`src/rtl/vga_rd_pkg.sv`:
```
`default_nettype none
// ============================================================================
// Package  : vga_rd_pkg
// Purpose  : Shared types and constants for the VGA FIFO refill controller:
//            scheduler state encoding, flush duration and counter widths.
// Revision : 1.0  initial release
// ============================================================================
package vga_rd_pkg;

   typedef enum logic [2:0] {
      IDLE  = 3'd0,
      FLUSH = 3'd1,
      CHECK = 3'd2,
      REQ   = 3'd3,
      BURST = 3'd4,
      DONE  = 3'd5
   } state_e;

   // Number of cycles the FIFO clear request is held high.
   localparam int FLUSH_CYC   = 2;
   localparam int FLUSH_CNT_W = 2;

   // Burst length field width (holds 1..256).
   localparam int LEN_W  = 9;

   // Frame word counters; wide enough for frames up to 16M words.
   localparam int WCNT_W = 24;

   // Width used for the FIFO fill-level headroom comparison.
   localparam int FILL_W = 12;

endpackage
`default_nettype wire

```
`src/rtl/vga_rd_addr_gen.sv`:
```
`default_nettype none
// ============================================================================
// Module   : vga_rd_addr_gen
// Purpose  : Frame-buffer address generator for the VGA refill scheduler.
//            Holds the current burst start address and the words remaining in
//            the frame, derives the next burst length and selects the bank.
// Ports    : clk_sdram, rst        clock / async active-high reset
//            load                  start of frame: reload base and word count
//            advance               burst finished: step address and count
//            cam_frame_done        camera finished a bank (double buffer only)
//            addr, len             next burst start address and length
//            last_burst            the burst described by addr/len ends frame
//            rd_bank               bank currently displayed
// Config   : VGA_DOUBLE_BUFFER_EN enables bank swapping between BASE0/BASE1.
// Revision : 1.0  initial release
// ============================================================================
module vga_rd_addr_gen
   import vga_rd_pkg::*;
#(
   parameter int                ADDR_W      = 22,
   parameter int                BURST_LEN   = 256,
   parameter int                FRAME_WORDS = 307200,
   parameter logic [ADDR_W-1:0] BASE0       = '0,
   parameter logic [ADDR_W-1:0] BASE1       = ADDR_W'(32'h80000)
) (
   input  logic              clk_sdram,
   input  logic              rst,
   input  logic              load,
   input  logic              advance,
   input  logic              cam_frame_done,
   output logic [ADDR_W-1:0] addr,
   output logic [LEN_W-1:0]  len,
   output logic              last_burst,
   output logic              rd_bank
);

   logic [ADDR_W-1:0] addr_q, addr_d;
   logic [WCNT_W-1:0] words_left_q, words_left_d;
   logic [ADDR_W-1:0] base;

`ifdef VGA_DOUBLE_BUFFER_EN
   logic bank_q, bank_d;
   logic swap_q, swap_d;

   // The swap request is consumed at the frame load; a camera completion in
   // the same cycle re-arms it for the following frame.
   always_comb begin
      bank_d = bank_q;
      swap_d = swap_q;
      if (load) begin
         bank_d = bank_q ^ swap_q;
         swap_d = 1'b0;
      end
      if (cam_frame_done) begin
         swap_d = 1'b1;
      end
   end

   always_ff @(posedge clk_sdram or posedge rst) begin
      if (rst) begin
         bank_q <= 1'b0;
         swap_q <= 1'b0;
      end else begin
         bank_q <= bank_d;
         swap_q <= swap_d;
      end
   end

   // Base follows the bank being selected by this load, not the old one.
   assign base    = bank_d ? BASE1 : BASE0;
   assign rd_bank = bank_q;
`else
   logic unused_db;
   assign unused_db = ^{cam_frame_done, BASE1};
   assign base      = BASE0;
   assign rd_bank   = 1'b0;
`endif

   // Burst length is the smaller of the maximum burst and what is left.
   always_comb begin
      if (words_left_q >= WCNT_W'(BURST_LEN)) begin
         len = LEN_W'(BURST_LEN);
      end else begin
         len = words_left_q[LEN_W-1:0];
      end
   end

   assign last_burst = (words_left_q == WCNT_W'(len));
   assign addr       = addr_q;

   always_comb begin
      addr_d       = addr_q;
      words_left_d = words_left_q;
      if (load) begin
         addr_d       = base;
         words_left_d = WCNT_W'(FRAME_WORDS);
      end else if (advance) begin
         // Wraps modulo 2^ADDR_W by construction.
         addr_d       = addr_q + ADDR_W'(len);
         words_left_d = words_left_q - WCNT_W'(len);
      end
   end

   always_ff @(posedge clk_sdram or posedge rst) begin
      if (rst) begin
         addr_q       <= BASE0;
         words_left_q <= '0;
      end else begin
         addr_q       <= addr_d;
         words_left_q <= words_left_d;
      end
   end

endmodule
`default_nettype wire

```
`src/rtl/vga_fifo_refill_ctrl.sv`:
```
`default_nettype none
// ============================================================================
// Module   : vga_fifo_refill_ctrl
// Purpose  : Read scheduler in the clk_sdram domain that keeps the VGA output
//            FIFO fed from the SDRAM frame buffer. Issues burst reads when the
//            FIFO has room, forwards returned beats into the FIFO, flushes and
//            re-primes the FIFO every frame and raises wait_scrn once primed.
// Ports    : clk_sdram, rst                clock / async active-high reset
//            frame_start                   synchronised vsync pulse
//            fifo_wrusedw                  FIFO write-side fill level
//            fifo_aclr, wr_fifo, fifo_data FIFO clear / write interface
//            wait_scrn                     FIFO primed, scan-out may read
//            rd_req, rd_addr, rd_len,
//            rd_ack, rd_valid, rd_data     SDRAM burst read interface
//            cam_frame_done, rd_bank       double-buffer bank handshake
//            ovf_err                       sticky write-into-full-FIFO flag
// Config   : VGA_DOUBLE_BUFFER_EN enables bank swapping (in vga_rd_addr_gen).
// Revision : 1.0  initial release
// ============================================================================
module vga_fifo_refill_ctrl
   import vga_rd_pkg::*;
#(
   parameter int                ADDR_W      = 22,
   parameter int                BURST_LEN   = 256,
   parameter int                FIFO_DEPTH  = 1024,
   parameter int                PRIME_WORDS = 512,
   parameter int                FRAME_WORDS = 307200,
   parameter logic [ADDR_W-1:0] BASE0       = '0,
   parameter logic [ADDR_W-1:0] BASE1       = ADDR_W'(32'h80000)
) (
   input  logic              clk_sdram,
   input  logic              rst,
   input  logic              frame_start,
   input  logic [9:0]        fifo_wrusedw,
   output logic              fifo_aclr,
   output logic              wr_fifo,
   output logic [15:0]       fifo_data,
   output logic              wait_scrn,
   output logic              rd_req,
   output logic [ADDR_W-1:0] rd_addr,
   output logic [8:0]        rd_len,
   input  logic              rd_ack,
   input  logic              rd_valid,
   input  logic [15:0]       rd_data,
   input  logic              cam_frame_done,
   output logic              rd_bank,
   output logic              ovf_err
);

   state_e                 state_q, state_d;
   logic [FLUSH_CNT_W-1:0] flush_cnt_q, flush_cnt_d;
   logic                   pending_q, pending_d;
   logic [LEN_W-1:0]       beat_cnt_q, beat_cnt_d;
   logic [WCNT_W-1:0]      wcnt_q, wcnt_d;
   logic                   wait_scrn_q, wait_scrn_d;
   logic                   fifo_aclr_q, fifo_aclr_d;
   logic                   wr_fifo_q, wr_fifo_d;
   logic [15:0]            fifo_data_q, fifo_data_d;
   logic                   rd_req_q, rd_req_d;
   logic [ADDR_W-1:0]      rd_addr_q, rd_addr_d;
   logic [LEN_W-1:0]       rd_len_q, rd_len_d;
   logic                   ovf_err_q, ovf_err_d;

   logic                   load;
   logic                   advance;
   logic                   beat_fwd;
   logic [ADDR_W-1:0]      gen_addr;
   logic [LEN_W-1:0]       gen_len;
   logic                   gen_last;
   logic [FILL_W-1:0]      fill_sum;
   logic                   fits;

   vga_rd_addr_gen #(
      .ADDR_W      (ADDR_W),
      .BURST_LEN   (BURST_LEN),
      .FRAME_WORDS (FRAME_WORDS),
      .BASE0       (BASE0),
      .BASE1       (BASE1)
   ) u_addr_gen (
      .clk_sdram      (clk_sdram),
      .rst            (rst),
      .load           (load),
      .advance        (advance),
      .cam_frame_done (cam_frame_done),
      .addr           (gen_addr),
      .len            (gen_len),
      .last_burst     (gen_last),
      .rd_bank        (rd_bank)
   );

   // A burst is only requested when all of it is guaranteed to fit.
   assign fill_sum = FILL_W'(fifo_wrusedw) + FILL_W'(gen_len);
   assign fits     = (fill_sum <= FILL_W'(FIFO_DEPTH - 1));

   always_comb begin
      state_d     = state_q;
      flush_cnt_d = flush_cnt_q;
      pending_d   = pending_q;
      beat_cnt_d  = beat_cnt_q;
      wcnt_d      = wcnt_q;
      wait_scrn_d = wait_scrn_q;
      wr_fifo_d   = 1'b0;
      fifo_data_d = fifo_data_q;
      rd_addr_d   = rd_addr_q;
      rd_len_d    = rd_len_q;
      ovf_err_d   = ovf_err_q;
      load        = 1'b0;
      advance     = 1'b0;
      beat_fwd    = 1'b0;

      case (state_q)
         IDLE: begin
            if (frame_start) begin
               state_d = FLUSH;
            end
         end

         FLUSH: begin
            load        = (flush_cnt_q == '0);
            wcnt_d      = '0;
            pending_d   = 1'b0;
            flush_cnt_d = flush_cnt_q + 1'b1;
            if (flush_cnt_q == FLUSH_CNT_W'(FLUSH_CYC - 1)) begin
               state_d = CHECK;
            end
         end

         CHECK: begin
            if (frame_start) begin
               state_d = FLUSH;
            end else if (fits) begin
               // Command fields are captured here and held through REQ.
               state_d    = REQ;
               rd_addr_d  = gen_addr;
               rd_len_d   = gen_len;
               beat_cnt_d = '0;
            end
         end

         REQ: begin
            if (frame_start) begin
               pending_d = 1'b1;
            end
            if (rd_ack) begin
               state_d = BURST;
            end
         end

         BURST: begin
            if (frame_start) begin
               pending_d = 1'b1;
            end
            if (rd_valid) begin
               // Beats belonging to a frame that has already been superseded
               // are consumed from the controller but not written.
               beat_fwd   = !(pending_q || frame_start);
               beat_cnt_d = beat_cnt_q + 1'b1;
               if (beat_cnt_q == rd_len_q - 1'b1) begin
                  advance = 1'b1;
                  if (pending_q || frame_start) begin
                     state_d = FLUSH;
                  end else if (gen_last) begin
                     state_d = DONE;
                  end else begin
                     state_d = CHECK;
                  end
               end
            end
         end

         DONE: begin
            if (frame_start) begin
               state_d = FLUSH;
            end
         end

         default: begin
            state_d = IDLE;
         end
      endcase

      if ((state_d == FLUSH) && (state_q != FLUSH)) begin
         flush_cnt_d = '0;
      end

      if (beat_fwd) begin
         wr_fifo_d   = 1'b1;
         fifo_data_d = rd_data;
         wcnt_d      = wcnt_q + 1'b1;
         if (fifo_wrusedw == 10'(FIFO_DEPTH - 1)) begin
            ovf_err_d = 1'b1;
         end
      end

      if (state_q == FLUSH) begin
         wait_scrn_d = 1'b0;
      end else if (state_q != IDLE) begin
         if (wcnt_d >= WCNT_W'(PRIME_WORDS)) begin
            wait_scrn_d = 1'b1;
         end else if ((state_q == DONE) && (FRAME_WORDS < PRIME_WORDS)) begin
            wait_scrn_d = 1'b1;
         end
      end

      // Registered Moore decodes of the next state keep these glitch-free.
      fifo_aclr_d = (state_d == FLUSH);
      rd_req_d    = (state_d == REQ);
   end

   always_ff @(posedge clk_sdram or posedge rst) begin
      if (rst) begin
         state_q     <= IDLE;
         flush_cnt_q <= '0;
         pending_q   <= 1'b0;
         beat_cnt_q  <= '0;
         wcnt_q      <= '0;
         wait_scrn_q <= 1'b0;
         fifo_aclr_q <= 1'b0;
         wr_fifo_q   <= 1'b0;
         fifo_data_q <= '0;
         rd_req_q    <= 1'b0;
         rd_addr_q   <= '0;
         rd_len_q    <= '0;
         ovf_err_q   <= 1'b0;
      end else begin
         state_q     <= state_d;
         flush_cnt_q <= flush_cnt_d;
         pending_q   <= pending_d;
         beat_cnt_q  <= beat_cnt_d;
         wcnt_q      <= wcnt_d;
         wait_scrn_q <= wait_scrn_d;
         fifo_aclr_q <= fifo_aclr_d;
         wr_fifo_q   <= wr_fifo_d;
         fifo_data_q <= fifo_data_d;
         rd_req_q    <= rd_req_d;
         rd_addr_q   <= rd_addr_d;
         rd_len_q    <= rd_len_d;
         ovf_err_q   <= ovf_err_d;
      end
   end

   assign fifo_aclr = fifo_aclr_q;
   assign wr_fifo   = wr_fifo_q;
   assign fifo_data = fifo_data_q;
   assign wait_scrn = wait_scrn_q;
   assign rd_req    = rd_req_q;
   assign rd_addr   = rd_addr_q;
   assign rd_len    = rd_len_q;
   assign ovf_err   = ovf_err_q;

endmodule
`default_nettype wire

```
`config.mk`:
```
export PLATFORM = sky130hd
export DESIGN_NAME = vga_fifo_refill_ctrl
export DESIGN_NICKNAME = d
export VERILOG_FILES = /design/src/rtl/vga_rd_pkg.sv /design/src/rtl/vga_rd_addr_gen.sv /design/src/rtl/vga_fifo_refill_ctrl.sv
export SDC_FILE = /design/constraint.sdc
export NUM_CORES = 1
export LEC_CHECK = 0
export CAP_MARGIN = 30
export CORE_ASPECT_RATIO = 0.6
export CORE_MARGIN = 2
export CORE_UTILIZATION = 57
export DETAILED_ROUTE_END_ITERATION = 16
export PLACE_DENSITY = 0.81
export RECOVER_POWER = 25
export SKIP_LAST_GASP = 1
export SLEW_MARGIN = 10
export SYNTH_ARGS = -nofsm -noshare
export SYNTH_HDL_FRONTEND = slang
export SYNTH_SLANG_ARGS = --single-unit
```
`constraint.sdc`:
```
create_clock -name clk_sdram -period 11.4 [get_ports clk_sdram]
set_input_delay 2.28 -clock clk_sdram [delete_from_list [all_inputs] [get_ports clk_sdram]]
set_output_delay 2.28 -clock clk_sdram [all_outputs]
set_load 0.01 [all_outputs]
```
-- After elaboration in Yosys (flattened, before gate mapping)
Index checks and enable logic that the tools add are counted.
- bits in registers: 137
- output and inout port bits: 53
- $add $sub $neg: 7
- order comparisons: 3
- eq/ne operators: 16
- multiplexer cells: 35
- bitwise logic cells: 1
- reduce and logical (&&, ||, !) cells: 19
- operator list (operator ; number):
    2-to-1 mux 24 bit ; 4
    2-to-1 mux 22 bit ; 2
    2-to-1 mux 9 bit ; 4
    2-to-1 mux 3 bit ; 9
    adder 24 x 1 -> 24 bit, second input constant ; 1
    equality test 24 x 9 -> 1 bit ; 1
    greater-or-equal comparator 24 x 10 -> 1 bit, second input constant ; 1
    greater-or-equal comparator 24 x 9 -> 1 bit, second input constant ; 1
    subtractor 24 x 9 -> 24 bit ; 1
    adder 22 x 9 -> 22 bit ; 1
    one-hot mux 9 bit (2 select lines) ; 1
    one-hot mux 3 bit (5 select lines) ; 1
    nonzero test 2 bit ; 6
    adder 10 x 9 -> 11 bit ; 1
    less-or-equal comparator 11 x 10 -> 1 bit, second input constant ; 1
    2-to-1 mux 1 bit ; 11
    equality test 10 bit, second input constant ; 1
    adder 9 x 1 -> 9 bit, second input constant ; 1
    equality test 3 x 2 -> 1 bit, second input constant ; 3
    equality test 9 bit ; 1
    subtractor 9 x 1 -> 9 bit, second input constant ; 1
    equality test 3 x 1 -> 1 bit, second input constant ; 2
    equality test 3 bit, second input constant ; 2
    inequality test 2 bit, second input constant ; 3
    17 further kinds ; 21

-- Logic depth before layout (Yosys ltp)
- word-level depth: 11
- mapped depth: 16
- mapped depth without buffers: 13

-- By module
From an unflattened synthesis, not the netlist that was laid out.
- cells, all modules: 800
- area, all modules: 7726.2 um^2
- modules (own cells, without submodules) (module ; times used ; cells an instance ; area an instance (um^2) ; sequential area each (um^2)):
    vga_fifo_refill_ctrl ; 1 ; 478 ; 4810.9 ; 2277.2
    vga_rd_addr_gen ; 1 ; 322 ; 2915.3 ; 1151.1

-- Worst setup path before layout
OpenSTA, ideal clock, no wires.
- path kind: in2reg
- start: input port rd_valid
- end: register wait_scrn_q, in the netlist wait_scrn
- library setup time: 136 ps
- arrival time: 4083 ps
- setup slack: 7182 ps
- stages: 8
- cells stage by stage: nor4bb_1 nand4_1 or3_1 clkbuf_1 o311ai_0 o41ai_1 nor4_1 a31oi_1
- longest elaborated chain between the ends: 6
- RTL lines (what ; RTL line ; text):
    start, declared ; vga_fifo_refill_ctrl.sv:43 ; input logic rd_valid,
    2-to-1 mux 1 bit ; vga_fifo_refill_ctrl.sv:153 ; if (rd_valid) begin
    2-to-1 mux 1 bit ; vga_fifo_refill_ctrl.sv:111 ; case (state_q)
    2-to-1 mux 24 bit ; vga_fifo_refill_ctrl.sv:186 ; if (beat_fwd) begin
    named net wcnt_d[18] ; vga_fifo_refill_ctrl.sv:54 ; logic [WCNT_W-1:0] wcnt_q, wcnt_d;
    greater-or-equal comparator 24 x 10 -> 1 bit ; vga_fifo_refill_ctrl.sv:198 ; if (wcnt_d >= WCNT_W'(PRIME_WORDS)) begin
    nonzero test 2 bit (no line) ; n/a ;
    AND reduction 2 bit (no line) ; n/a ;
    end signal, assigned ; vga_fifo_refill_ctrl.sv:231 ; wait_scrn_q <= wait_scrn_d;
    end, declared ; vga_fifo_refill_ctrl.sv:55 ; logic wait_scrn_q, wait_scrn_d;
The timed path passes the listed nets, and every way through them passes these cells.
A chain may end at the register's enable or synchronous reset.

==> impl_metrics.xml <==
<?xml version="1.0" encoding="UTF-8"?>
<metrics>
  <group name="outcome">
    <metric name="outcome" unit="">finished with violations</metric>
    <metric name="violations" unit="">max-capacitance violations, max-slew violations</metric>
  </group>
  <group name="die">
    <metric name="dieHeight" unit="um">91.5</metric>
    <metric name="floorplan.initialDensity" unit="%">59.3</metric>
    <metric name="core-area" unit="sq um">12300</metric>
    <metric name="io_pins" unit="">85</metric>
    <metric name="number_of_placement_rows" unit="">31</metric>
    <metric name="width_of_the_die" unit="um">150</metric>
    <metric name="floorplan_die_area" unit="sq um">13700</metric>
  </group>
  <group name="cells_and_area">
    <metric name="antenna_cells" unit="">0</metric>
    <metric name="stdcell_count" unit="">1046</metric>
    <metric name="drive_gt1_share" unit="%">7.72</metric>
    <metric name="post-route-util" unit="%">72.3</metric>
    <metric name="num-nets-final" unit="">925</metric>
    <metric name="fillCellCount" unit="">875</metric>
    <metric name="synthesis_to_layout_area_growth" unit="%">21.9</metric>
  </group>
  <group name="synth">
    <metric name="synthMuxAreaShare" unit="%">3.11</metric>
    <metric name="synth_xor_xnor_area_share" unit="%">3.01</metric>
    <metric name="synth-seq-area-share" unit="%">47.1</metric>
    <metric name="synth_area" unit="sq um">7270</metric>
    <metric name="synth-async-reset-ratio" unit="%">100</metric>
    <metric name="synth_area_leader_cell" unit="">sky130_fd_sc_hd__dfrtp_1</metric>
    <metric name="ys_types" unit="">64</metric>
    <metric name="syn-mean-instance-area" unit="sq um">9.15</metric>
    <metric name="mappedNetlistNets" unit="">852</metric>
    <metric name="synth_warnings" unit="">0</metric>
    <metric name="yosys.area_share.simple" unit="%">25.9</metric>
    <metric name="ys_ff_latch" unit="">137</metric>
    <metric name="main_combinational_cell_family_by_area_after_synthesis" unit="">simple AND/OR/NAND/NOR gates</metric>
    <metric name="yosysTopAreaCellShare" unit="%">47.1</metric>
    <metric name="synth_fa_ha_area_share" unit="%">4.51</metric>
    <metric name="dominantRegCellSynth" unit="">sky130_fd_sc_hd__dfrtp_1</metric>
    <metric name="synth_area_in_compound_gates" unit="%">13.1</metric>
    <metric name="synth_enable_flop_cells" unit="">0</metric>
    <metric name="syn-instance-count" unit="">795</metric>
    <metric name="synth.area.top_cells" unit="">sky130_fd_sc_hd__dfrtp_1 47%, sky130_fd_sc_hd__nand2_1 9.0%, sky130_fd_sc_hd__ha_1 4.0%</metric>
  </group>
  <group name="clock_tree">
    <metric name="clk-insertion-delay-late" unit="ns">0.43</metric>
    <metric name="clock_sinks" unit="">137</metric>
    <metric name="path_clk_slew" unit="ns">0.06</metric>
    <metric name="root_buffer" unit="">sky130_fd_sc_hd__clkbuf_16</metric>
    <metric name="tritoncts" unit="">built</metric>
    <metric name="tritoncts.num_buffers" unit="">17</metric>
    <metric name="cts-root-to-sink-buffers" unit="">2</metric>
    <metric name="ctsHoldBuffers" unit="">0</metric>
    <metric name="postCtsSetupRepairBufs" unit="">0</metric>
    <metric name="clock_tree.htree_level_count" unit="">4</metric>
    <metric name="cts-resized-gates" unit="">0</metric>
  </group>
  <group name="timing">
    <metric name="max_clock_freq" unit="GHz">0.168</metric>
    <metric name="slew_headroom" unit="%">-143</metric>
    <metric name="hold-worst-slack" unit="ns">0.474</metric>
    <metric name="final.setup_skew" unit="ns">0.00714</metric>
    <metric name="worst_slew_pin_slew" unit="ns">3.64</metric>
    <metric name="fin_tns_setup" unit="ns">0</metric>
    <metric name="setup_repair_after_global_routing_missed_its_margin" unit="">false</metric>
    <metric name="slew_violations" unit="">135</metric>
    <metric name="post-route-min-period" unit="ns">5.96</metric>
    <metric name="period_share" unit="%">52.3</metric>
    <metric name="hold_viol_final" unit="">0</metric>
    <metric name="finalSetupViolations" unit="">0</metric>
  </group>
  <group name="hold_path">
    <metric name="hold_path.class" unit="">flip-flop to flip-flop</metric>
    <metric name="min_path_cells" unit="">2</metric>
  </group>
  <group name="grt">
    <metric name="via_count_of_the_first_global_routing_pass" unit="">6205</metric>
    <metric name="gr-usage-all-layers" unit="%">28.7</metric>
    <metric name="grt_start_max_net_pins" unit="">70</metric>
    <metric name="remaining_overflow_grt" unit="">0</metric>
    <metric name="grt_first_pass_wirelength" unit="um">31100</metric>
    <metric name="initial_antenna_violation_count" unit="">0</metric>
  </group>
  <group name="place">
    <metric name="detailed_place_hpwl" unit="um">12600</metric>
    <metric name="dpl.cell_count" unit="">1011</metric>
    <metric name="gpl.final_weighted_congestion" unit="">0.933</metric>
    <metric name="port_buffers" unit="">82</metric>
  </group>
  <group name="power">
    <metric name="max-vdd-ir-drop" unit="uV">126</metric>
    <metric name="total_power_per_unit_cell_area" unit="nW/um^2">181</metric>
    <metric name="power_total" unit="W">0.00160</metric>
    <metric name="leakage_power_summed_over_all_cells" unit="nW">4.06</metric>
  </group>
  <group name="critical_path">
    <metric name="worst_r2r_endpoint" unit="">u_addr_gen.addr[20]$_DFFE_PP0P_</metric>
    <metric name="worst_path_class_setup" unit="">input port to asynchronous set/reset pin</metric>
    <metric name="cp-end-kind" unit="">asynchronous set/reset pin</metric>
    <metric name="worstSetupStartpointType" unit="">input port</metric>
    <metric name="timing.critical_path.to" unit="">flush_cnt_q[1]$_DFFE_PP0P_</metric>
    <metric name="timing.critical_path.from" unit="">rst</metric>
    <metric name="worst-endpoint-arrival" unit="ns">5.66</metric>
    <metric name="reg2reg_setup_slack" unit="ns">7.10</metric>
    <metric name="cp.required" unit="ns">11.10</metric>
    <metric name="r2r.worst_path.cells" unit="">12</metric>
    <metric name="worstReg2RegStart" unit="">u_addr_gen.words_left_q[9]$_DFFE_PP0P_</metric>
    <metric name="critical_path_peak_fanout" unit="">69</metric>
  </group>
  <group name="route">
    <metric name="dr.first_iter.drc_count" unit="">434</metric>
    <metric name="finalWirelength" unit="um">18800</metric>
    <metric name="routed_wire_length_per_instance" unit="um">18.0</metric>
    <metric name="drt-vias-per-instance" unit="">6.14</metric>
    <metric name="remaining_drc_errors" unit="">0</metric>
    <metric name="drt.antenna.violating_nets" unit="">0</metric>
    <metric name="num_vias" unit="">6426</metric>
    <metric name="firstDrtPassIters" unit="">5</metric>
  </group>
  <group name="job">
    <metric name="timing.max_cap.violations" unit="">2</metric>
  </group>
</metrics>
==> layer usage <==
layer | global-route usage (%) | up-vias | wire, um
li1 | - | 2973 | -
met1 | 39.4 | 3139 | 8210
met2 | 46.1 | 280 | 8970
met3 | 6.38 | 34 | 1360
met4 | 8.33 | 0 | 282
met5 | 0 | - | 0
==> state kept, by name, indices dropped and copies added (netlist names), 2 cells and up <==
signal	cells
u_addr_gen.words_left_q	24
rd_addr	22
beat_cnt_q	9
state_q	3
rd_len	9
u_addr_gen.addr	22
wcnt_q	24
flush_cnt_q	2
fifo_data	16
==> synthesized netlist by cell type (all sizes together) (5+ instances only) <==
cell type and n:
nand2 175, dfrtp 137, o21ai 41, nand3 37, nor2 35, a21oi 33, clkbuf 28, ha 23
inv 20, o31ai 19, or4 18, mux2i 17, nand4 16, or3 16, nor3 14, and3 13
xor2 13, xnor2 12, or2 11, and2 10, nand2b 10, o211ai 9, buf 8, nor4 8
a211oi 6, a21o 6, a31o 5, mux2 5
==> kinds of logic (layout without fill, tap and decap cells) <==
kind of cell             after synthesis  in the layout
AO/OA/AOI/OAI                        147            147
XOR/XNOR                              25             25
adder cells (fa/ha/maj)               25             25
buffers and inverters                 56            142
flip-flops                           137            137
multiplexers                          22             22
other                                  2              2
AND/OR/NAND/NOR                      381            381
==> layout make-up <==
cell class / instances / area [sq um] / area share, %
Timing Repair Buffer: 90 / 878 / 9.91
Multi-Input combinational cell: 602 / 3620 / 40.8
Sequential cell: 137 / 3430 / 38.7
Inverter: 20 / 76.3 / 0.861
Tap cell: 165 / 206 / 2.33
Clock buffer: 18 / 439 / 4.95
Clock inverter: 14 / 220 / 2.48
==> critical path, stage by stage <==
cell	delay, ns
sky130_fd_sc_hd__dlygate4sd3_1	0.55
sky130_fd_sc_hd__clkinvlp_2	0.21
sky130_fd_sc_hd__clkbuf_1	2.58
==> how the worst min path moves through the flow <==
stage                                  startpoint                      end  slack, ns
after CTS                  rd_addr[3]$_DFFE_PP0P_   rd_addr[3]$_DFFE_PP0P_       0.48
after global placement        ovf_err$_DFFE_PP0P_      ovf_err$_DFFE_PP0P_       0.45
after detailed placement  rd_addr[11]$_DFFE_PP0P_  rd_addr[11]$_DFFE_PP0P_       0.46
after global routing       rd_addr[7]$_DFFE_PP0P_   rd_addr[7]$_DFFE_PP0P_       0.49
final                      rd_addr[3]$_DFFE_PP0P_   rd_addr[3]$_DFFE_PP0P_       0.47
after floorplan              wcnt_q[23]$_DFF_PP0_     wcnt_q[23]$_DFF_PP0_       0.44
==> layout by cell type (no fill, tap or decap), types with 6 or more instances in the layout <==
master / netlist / layout
sky130_fd_sc_hd__nand2_1: 175 / 175
sky130_fd_sc_hd__dfrtp_1: 137 / 137
sky130_fd_sc_hd__clkdlybuf4s50_1: 0 / 80
sky130_fd_sc_hd__o21ai_0: 41 / 41
sky130_fd_sc_hd__nand3_1: 37 / 37
sky130_fd_sc_hd__nor2_1: 35 / 35
sky130_fd_sc_hd__a21oi_1: 33 / 33
sky130_fd_sc_hd__ha_1: 23 / 23
sky130_fd_sc_hd__inv_1: 20 / 19
sky130_fd_sc_hd__o31ai_1: 19 / 19
sky130_fd_sc_hd__mux2i_1: 17 / 17
sky130_fd_sc_hd__clkbuf_16: 0 / 17
sky130_fd_sc_hd__or3_1: 16 / 16
sky130_fd_sc_hd__or4_1: 16 / 16
sky130_fd_sc_hd__nand4_1: 16 / 16
sky130_fd_sc_hd__nor3_1: 14 / 14
sky130_fd_sc_hd__xor2_1: 13 / 13
sky130_fd_sc_hd__and3_1: 13 / 13
sky130_fd_sc_hd__xnor2_1: 12 / 12
sky130_fd_sc_hd__or2_2: 11 / 11
sky130_fd_sc_hd__nand2b_1: 10 / 10
sky130_fd_sc_hd__and2_1: 10 / 10
sky130_fd_sc_hd__o211ai_1: 9 / 9
sky130_fd_sc_hd__nor4_1: 7 / 7
sky130_fd_sc_hd__a21o_1: 6 / 6
==> power by group <==
part,switching (W),internal (W)
Sequential,0.0000452,0.000533
Clock,0.000221,0.000395
Combinational,0.000246,0.000163
==> through the flow <==
stage / setup slack (ns) / cell area [sq um]
floorplan: 5.45 / 7270
global placement: 6.20 / 8190
detailed placement: 6.16 / 8190
CTS: 6.59 / 8850
global route: 4.64 / 8870
finish: 5.44 / 8870
No activity file was read; power rests on OpenSTA's default activity.
